<file path="src/rtl/rv_pkg.sv">
// Shared constants and dump FSM encoding for the RV32I integer register file.
package rv_pkg;

    localparam int XLEN     = 32;
    localparam int NREG     = 32;
    localparam int AW       = 5;
    localparam int REG_ZERO = 0;

    typedef enum logic [1:0] {
        IDLE = 2'd0,
        SEND = 2'd1,
        DONE = 2'd2
    } dump_state_t;

endpackage

</file>
<file path="src/rtl/regfile_dump_fsm.sv">
// Serial register dump: walks x0..x(NREG-1) over a valid/ready beat stream,
// snapshotting each value through a private read tap on the array.
module regfile_dump_fsm
    import rv_pkg::*;
#(
    parameter int XLEN = rv_pkg::XLEN,
    parameter int NREG = rv_pkg::NREG,
    parameter int AW   = rv_pkg::AW
) (
    input  logic            clk,
    input  logic            rst,
    input  logic            dump_start,
    input  logic            dump_ready,
    input  logic [XLEN-1:0] tap_data,
    output logic [AW-1:0]   tap_addr,
    output dump_state_t     state_o,
    output logic [AW-1:0]   dump_idx,
    output logic [XLEN-1:0] dump_data
);

    dump_state_t     state_q, state_d;
    logic [AW-1:0]   idx_q, idx_d;
    logic [XLEN-1:0] data_q, data_d;

    // The tap always looks one register ahead so the next beat's value is
    // captured at the same edge the current beat is accepted (pre-write value).
    assign tap_addr  = idx_q + AW'(1);
    assign state_o   = state_q;
    assign dump_idx  = idx_q;
    assign dump_data = data_q;

    always_ff @(posedge clk or posedge rst) begin
        if (rst) begin
            state_q <= IDLE;
            idx_q   <= '0;
            data_q  <= '0;
        end else begin
            state_q <= state_d;
            idx_q   <= idx_d;
            data_q  <= data_d;
        end
    end

    always_comb begin
        state_d = state_q;
        idx_d   = idx_q;
        data_d  = data_q;
        case (state_q)
            IDLE: begin
                if (dump_start) begin
                    state_d = SEND;
                    idx_d   = '0;
                    data_d  = '0;
                end
            end
            SEND: begin
                if (dump_ready) begin
                    if (idx_q == AW'(NREG - 1)) begin
                        state_d = DONE;
                    end else begin
                        idx_d  = idx_q + AW'(1);
                        data_d = tap_data;
                    end
                end
            end
            DONE:    state_d = IDLE;
            default: state_d = IDLE;
        endcase
    end

endmodule

</file>
<file path="src/rtl/regfile_2r1w.sv">
// RV32I integer register file: two combinational read ports, one synchronous
// write port, optional write-to-read forwarding and a non-intrusive dump port.
module regfile_2r1w
    import rv_pkg::*;
#(
    parameter int XLEN   = rv_pkg::XLEN,
    parameter int NREG   = rv_pkg::NREG,
    parameter int AW     = rv_pkg::AW,
    parameter int BYPASS = 0
) (
    input  logic            clk,
    input  logic            rst,
    input  logic [AW-1:0]   rs1_addr,
    input  logic [AW-1:0]   rs2_addr,
    output logic [XLEN-1:0] rd1,
    output logic [XLEN-1:0] rd2,
    input  logic            we,
    input  logic [AW-1:0]   rd_addr,
    input  logic [XLEN-1:0] wd,
    input  logic            dump_start,
    output logic            dump_busy,
    output logic            dump_valid,
    input  logic            dump_ready,
    output logic [AW-1:0]   dump_idx,
    output logic [XLEN-1:0] dump_data,
    output logic            dump_done
);

    logic [XLEN-1:0] regs_q [NREG];
    logic            wr_en;
    logic [AW-1:0]   tap_addr;
    logic [XLEN-1:0] tap_data;
    dump_state_t     dump_state;

    assign wr_en = we && (rd_addr != AW'(REG_ZERO));

    always_ff @(posedge clk or posedge rst) begin
        if (rst) begin
            for (int i = 0; i < NREG; i++) begin
                regs_q[i] <= '0;
            end
        end else if (wr_en) begin
            regs_q[rd_addr] <= wd;
        end
    end

    // wr_en already excludes x0, so forwarding can never make x0 non-zero.
    always_comb begin
        rd1 = '0;
        rd2 = '0;
        if (rs1_addr != AW'(REG_ZERO)) begin
            rd1 = (BYPASS != 0 && wr_en && rd_addr == rs1_addr) ? wd : regs_q[rs1_addr];
        end
        if (rs2_addr != AW'(REG_ZERO)) begin
            rd2 = (BYPASS != 0 && wr_en && rd_addr == rs2_addr) ? wd : regs_q[rs2_addr];
        end
    end

    assign tap_data = regs_q[tap_addr];

    regfile_dump_fsm #(
        .XLEN (XLEN),
        .NREG (NREG),
        .AW   (AW)
    ) u_dump (
        .clk        (clk),
        .rst        (rst),
        .dump_start (dump_start),
        .dump_ready (dump_ready),
        .tap_data   (tap_data),
        .tap_addr   (tap_addr),
        .state_o    (dump_state),
        .dump_idx   (dump_idx),
        .dump_data  (dump_data)
    );

    assign dump_valid = (dump_state == SEND);
    assign dump_busy  = (dump_state == SEND);
    assign dump_done  = (dump_state == DONE);

endmodule

</file>
<file path="config.mk">
export PLATFORM = sky130hd
export DESIGN_NAME = regfile_2r1w
export DESIGN_NICKNAME = d
export VERILOG_FILES = /design/src/rtl/rv_pkg.sv /design/src/rtl/regfile_dump_fsm.sv /design/src/rtl/regfile_2r1w.sv
export SDC_FILE = /design/constraint.sdc
export NUM_CORES = 2
export LEC_CHECK = 0
export ABC_CLOCK_PERIOD_IN_PS = 50800
export BUFFER_PORTS_ARGS = -buffer_cell sky130_fd_sc_hd__buf_2
export CAP_MARGIN = 20
export CORE_MARGIN = 3
export CORE_UTILIZATION = 34
export DETAILED_ROUTE_END_ITERATION = 16
export PLACE_DENSITY = 0.46
export SLEW_MARGIN = 20
export SYNTH_ARGS = -nofsm -noshare
export SYNTH_HDL_FRONTEND = slang
export SYNTH_SLANG_ARGS = --single-unit
export TNS_END_PERCENT = 5
</file>
<file path="constraint.sdc">
create_clock -name clk -period 50.8 [get_ports clk]
set_clock_uncertainty 0.2 [all_clocks]
set_input_delay 10.16 -clock clk [delete_from_list [all_inputs] [get_ports clk]]
set_output_delay 10.16 -clock clk [all_outputs]
set_load 0.01 [all_outputs]
</file>
==> results by group <==
Route
  – Post-Route WL: 252 mm
  – Pre-Repair DR Iteration Count: 5
  – WL/cell: 37.5 µm
  – DR iter-0 viols: 4,091
  – Via count: 42,400
  – Drt drc: 0
  – Final ANT Viol Nets: 0
  – Post-DR vias/cell: 6.30

Synth
  – Synth cell types: 41
  – Syn avg cell area: 15.0 µm²
  – Top FF cell, synth: dfrtp_1
  – Syn nets: 4,327
  – XOR/XNOR Fraction of Synth Area: 0.0410%
  – Adder-Cell Fraction of Synth Area: 0.0390%
  – Mapped Area: 0.0641 mm²
  – Synth warnings: 0
  – Register area share after synthesis: 41.5%
  – Post-synthesis mux area share: 49.9%
  – Synth Area in Compound Gates: 3.54%
  – Mapped Cells: 4,273
  – Synth Area in Simple Gates: 1.46%
  – Number of synthesized register bits: 1,063
  – Synth top area share: 41.5%
  – Library cell with the largest summed area after synthesis: dfrtp_1
  – Synth area leaders: dfrtp_1 41%, mux4_2 25%, mux2_2 20%, mux2i_1 5.1%, a22oi_1 1.5%
  – EDFF count, synth: 0
  – Main combinational cell family by area after synthesis: multiplexers
  – Async set or reset register ratio after synthesis: 100%

Global routing
  – Vias in the first global route: 43,400
  – GRT Overall Usage: 26.1%
  – GRT overflow: 0
  – Largest net degree at the start of global routing: 152
  – Initial antenna violation count: 22
  – First-pass GRT wire length: 359 mm

Setup path
  – Worst endpoint data arrival time: 14,490 ps
  – Worst setup SP type: input pin
  – Crit path capture type: primary output
  – Critical path class: input pin to primary output
  – Required @ worst endpoint: 40,440 ps
  – Worst Path Max Fanout: 49

Cells and area
  – Most common cell after layout, fill and taps aside: mux2_2
  – Post-route cell area: 0.0714 mm²
  – Register area: 0.0266 mm²
  – Area of the multi-input gates: 0.0357 mm²
  – Fraction of layout cells with a size suffix above 1: 55.8%
  – Final design utilization: 38.3%
  – Filler cells: 17,400
  – Synth-to-layout area growth: 11.3%
  – Non-Filler Instances: 6,728
  – Most frequent cells in the layout: 1,144 x mux2_2, 1,062 x dfrtp_1, 702 x mux4_2, 329 x mux2i_1, 147 x buf_2
  – Nets: 4,204

Die
  – Die Ht: 440 µm
  – Core Rows: 158
  – Io pins: 156
  – Core Area: 0.186 mm²
  – Die area: 0.194 mm²
  – Starting density of the core: 34.4%
  – Die Width: 440 µm

STA
  – Final period util: 48.9%
  – RSZ-0062 raised after global routing: false
  – Fin. max-slew vios: 0
  – Fin Hold WS: 220 ps
  – Final Hold Viols: 0
  – Period minus WS final: 24,850 ps
  – Final worst slack: 25,950 ps
  – Relative slew slack: 15.9%
  – TNS Setup: 0 ps
  – Max Freq: 40.2 MHz
  – Slew @ Worst Pin: 1260 ps
  – Final setup viols: 0

Worst hold path
  – Hold WC Path Type: register to register

Clock network
  – Postcts setup bufs: 0
  – CTS tree: yes
  – CTS Buf Count: 133
  – Post-CTS resize count: 0
  – Worst-path clk slew: 50 ps
  – Max H-tree Level: 4
  – Later-pin clock latency in the skew report: 770 ps
  – Cts hold-fix bufs: 0
  – Root buffer cell: clkbuf_16
  – Clock Sinks: 1,063
  – CTS Buffer Depth: 3

Power and ir drop
  – Leak Pwr: 29.7 nW
  – VDD IR max: 0.0512 mV
  – Pwr dens: 46.0 mW/mm²
  – Pwr Total: 3.29 mW

Placed design
  – DP Worst Slack: 26,080 ps
  – Placed Cells: 6,495
  – Gpl congestion: 0.793
  – Post-DP HPWL: 142 mm
  – Port bufs: 155
  – Cell Area, Placed: 0.0671 mm²

Status
  – Status: complete, no violations

Flow run
  – Max_cap viols: 0
## critical path, cell delays in order
cell and delay (ps):
buf_8 410, buf_4 610, buf_4 800, buf_4 640
mux4_2 310, mux2_2 150, o22ai_1 70, nor3_1 910
buf_2 300
## sequential cells by signal, indices dropped and copies added, names as in the netlist
name	cells
regs_q	1024
u_dump.dump_data	32
u_dump.dump_idx	5
u_dump.state_o	2
## power by group
part	internal [mW]	leakage (nW)	switching, mW
clock	0.566	2.13	0.387
sequential	1.01	13.6	0.186
combinational	0.614	13.9	0.519
total	2.19	29.7	1.09
## path summary, 6_finish.rpt
| check | cells past startpoint | end | from | slack (ps) |
|---|---|---|---|---|
| setup / recovery | 9 | rd1[15] | rs1_addr[2] | 25950 |
| hold / removal | 0 | regs_q[994] | regs_q[994] | 220 |
| setup reg to reg | 7 | u_dump.dump_data[31] | u_dump.dump_idx[0] | 46210 |
| hold reg to reg | 0 | regs_q[994] | regs_q[994] | 220 |
| max in group asynchronous | 6 | regs_q[711] | rst | 37080 |
| min in group asynchronous | 2 | regs_q[408] | rst | 9320 |
## synthesized netlist by cell type, types with 3 or more instances
cell type and instances:
clkbuf_1 241, and3_1 3, nor3b_1 4, buf_4 22, nor2_1 27, a22oi_1 128
a2111o_1 3, mux2_2 1144, buf_2 174, a32oi_1 29, buf_6 7, mux4_2 702
o22ai_1 62, inv_1 4, o21ai_0 3, nand2_1 20, o211ai_1 29, or2_2 3
nand3b_1 5, nand2b_1 4, a31oi_1 7, buf_1 70, and2_1 6, a21oi_1 59
nand3_1 32, nor2b_1 9, mux2i_1 329, a211oi_1 4, dfrtp_1 1063, nor3_1 63
## layer usage
metal	global-route usage [%]	vias up	wire length, µm
met5	0	-	47
met4	8.96	8	9130
met3	4.46	419	14800
met2	42.5	1657	121000
met1	35.1	23600	107000
li1	-	16700	-
## kinds of logic after synthesis
| logic type | count (synthesis) |
|---|---|
| buffers and inverters | 518 |
| AO/OA/AOI/OAI | 328 |
| flip-flops | 1063 |
| adder cells (fa/ha/maj) | 2 |
| XOR/XNOR | 3 |
| AND/OR/NAND/NOR | 184 |
| multiplexers | 2175 |
## cell type report
cell class / count / area share, %
antenna: 5 / 0.0175
multi-input combinational: 2692 / 50.0
clock buffer: 203 / 5.67
inverter: 4 / 0.0316
timing repair buffer: 256 / 2.36
sequential: 1063 / 37.3
tap: 2480 / 4.35
clock inverter: 25 / 0.331
Note: power is estimated with default switching activity, not from simulation.
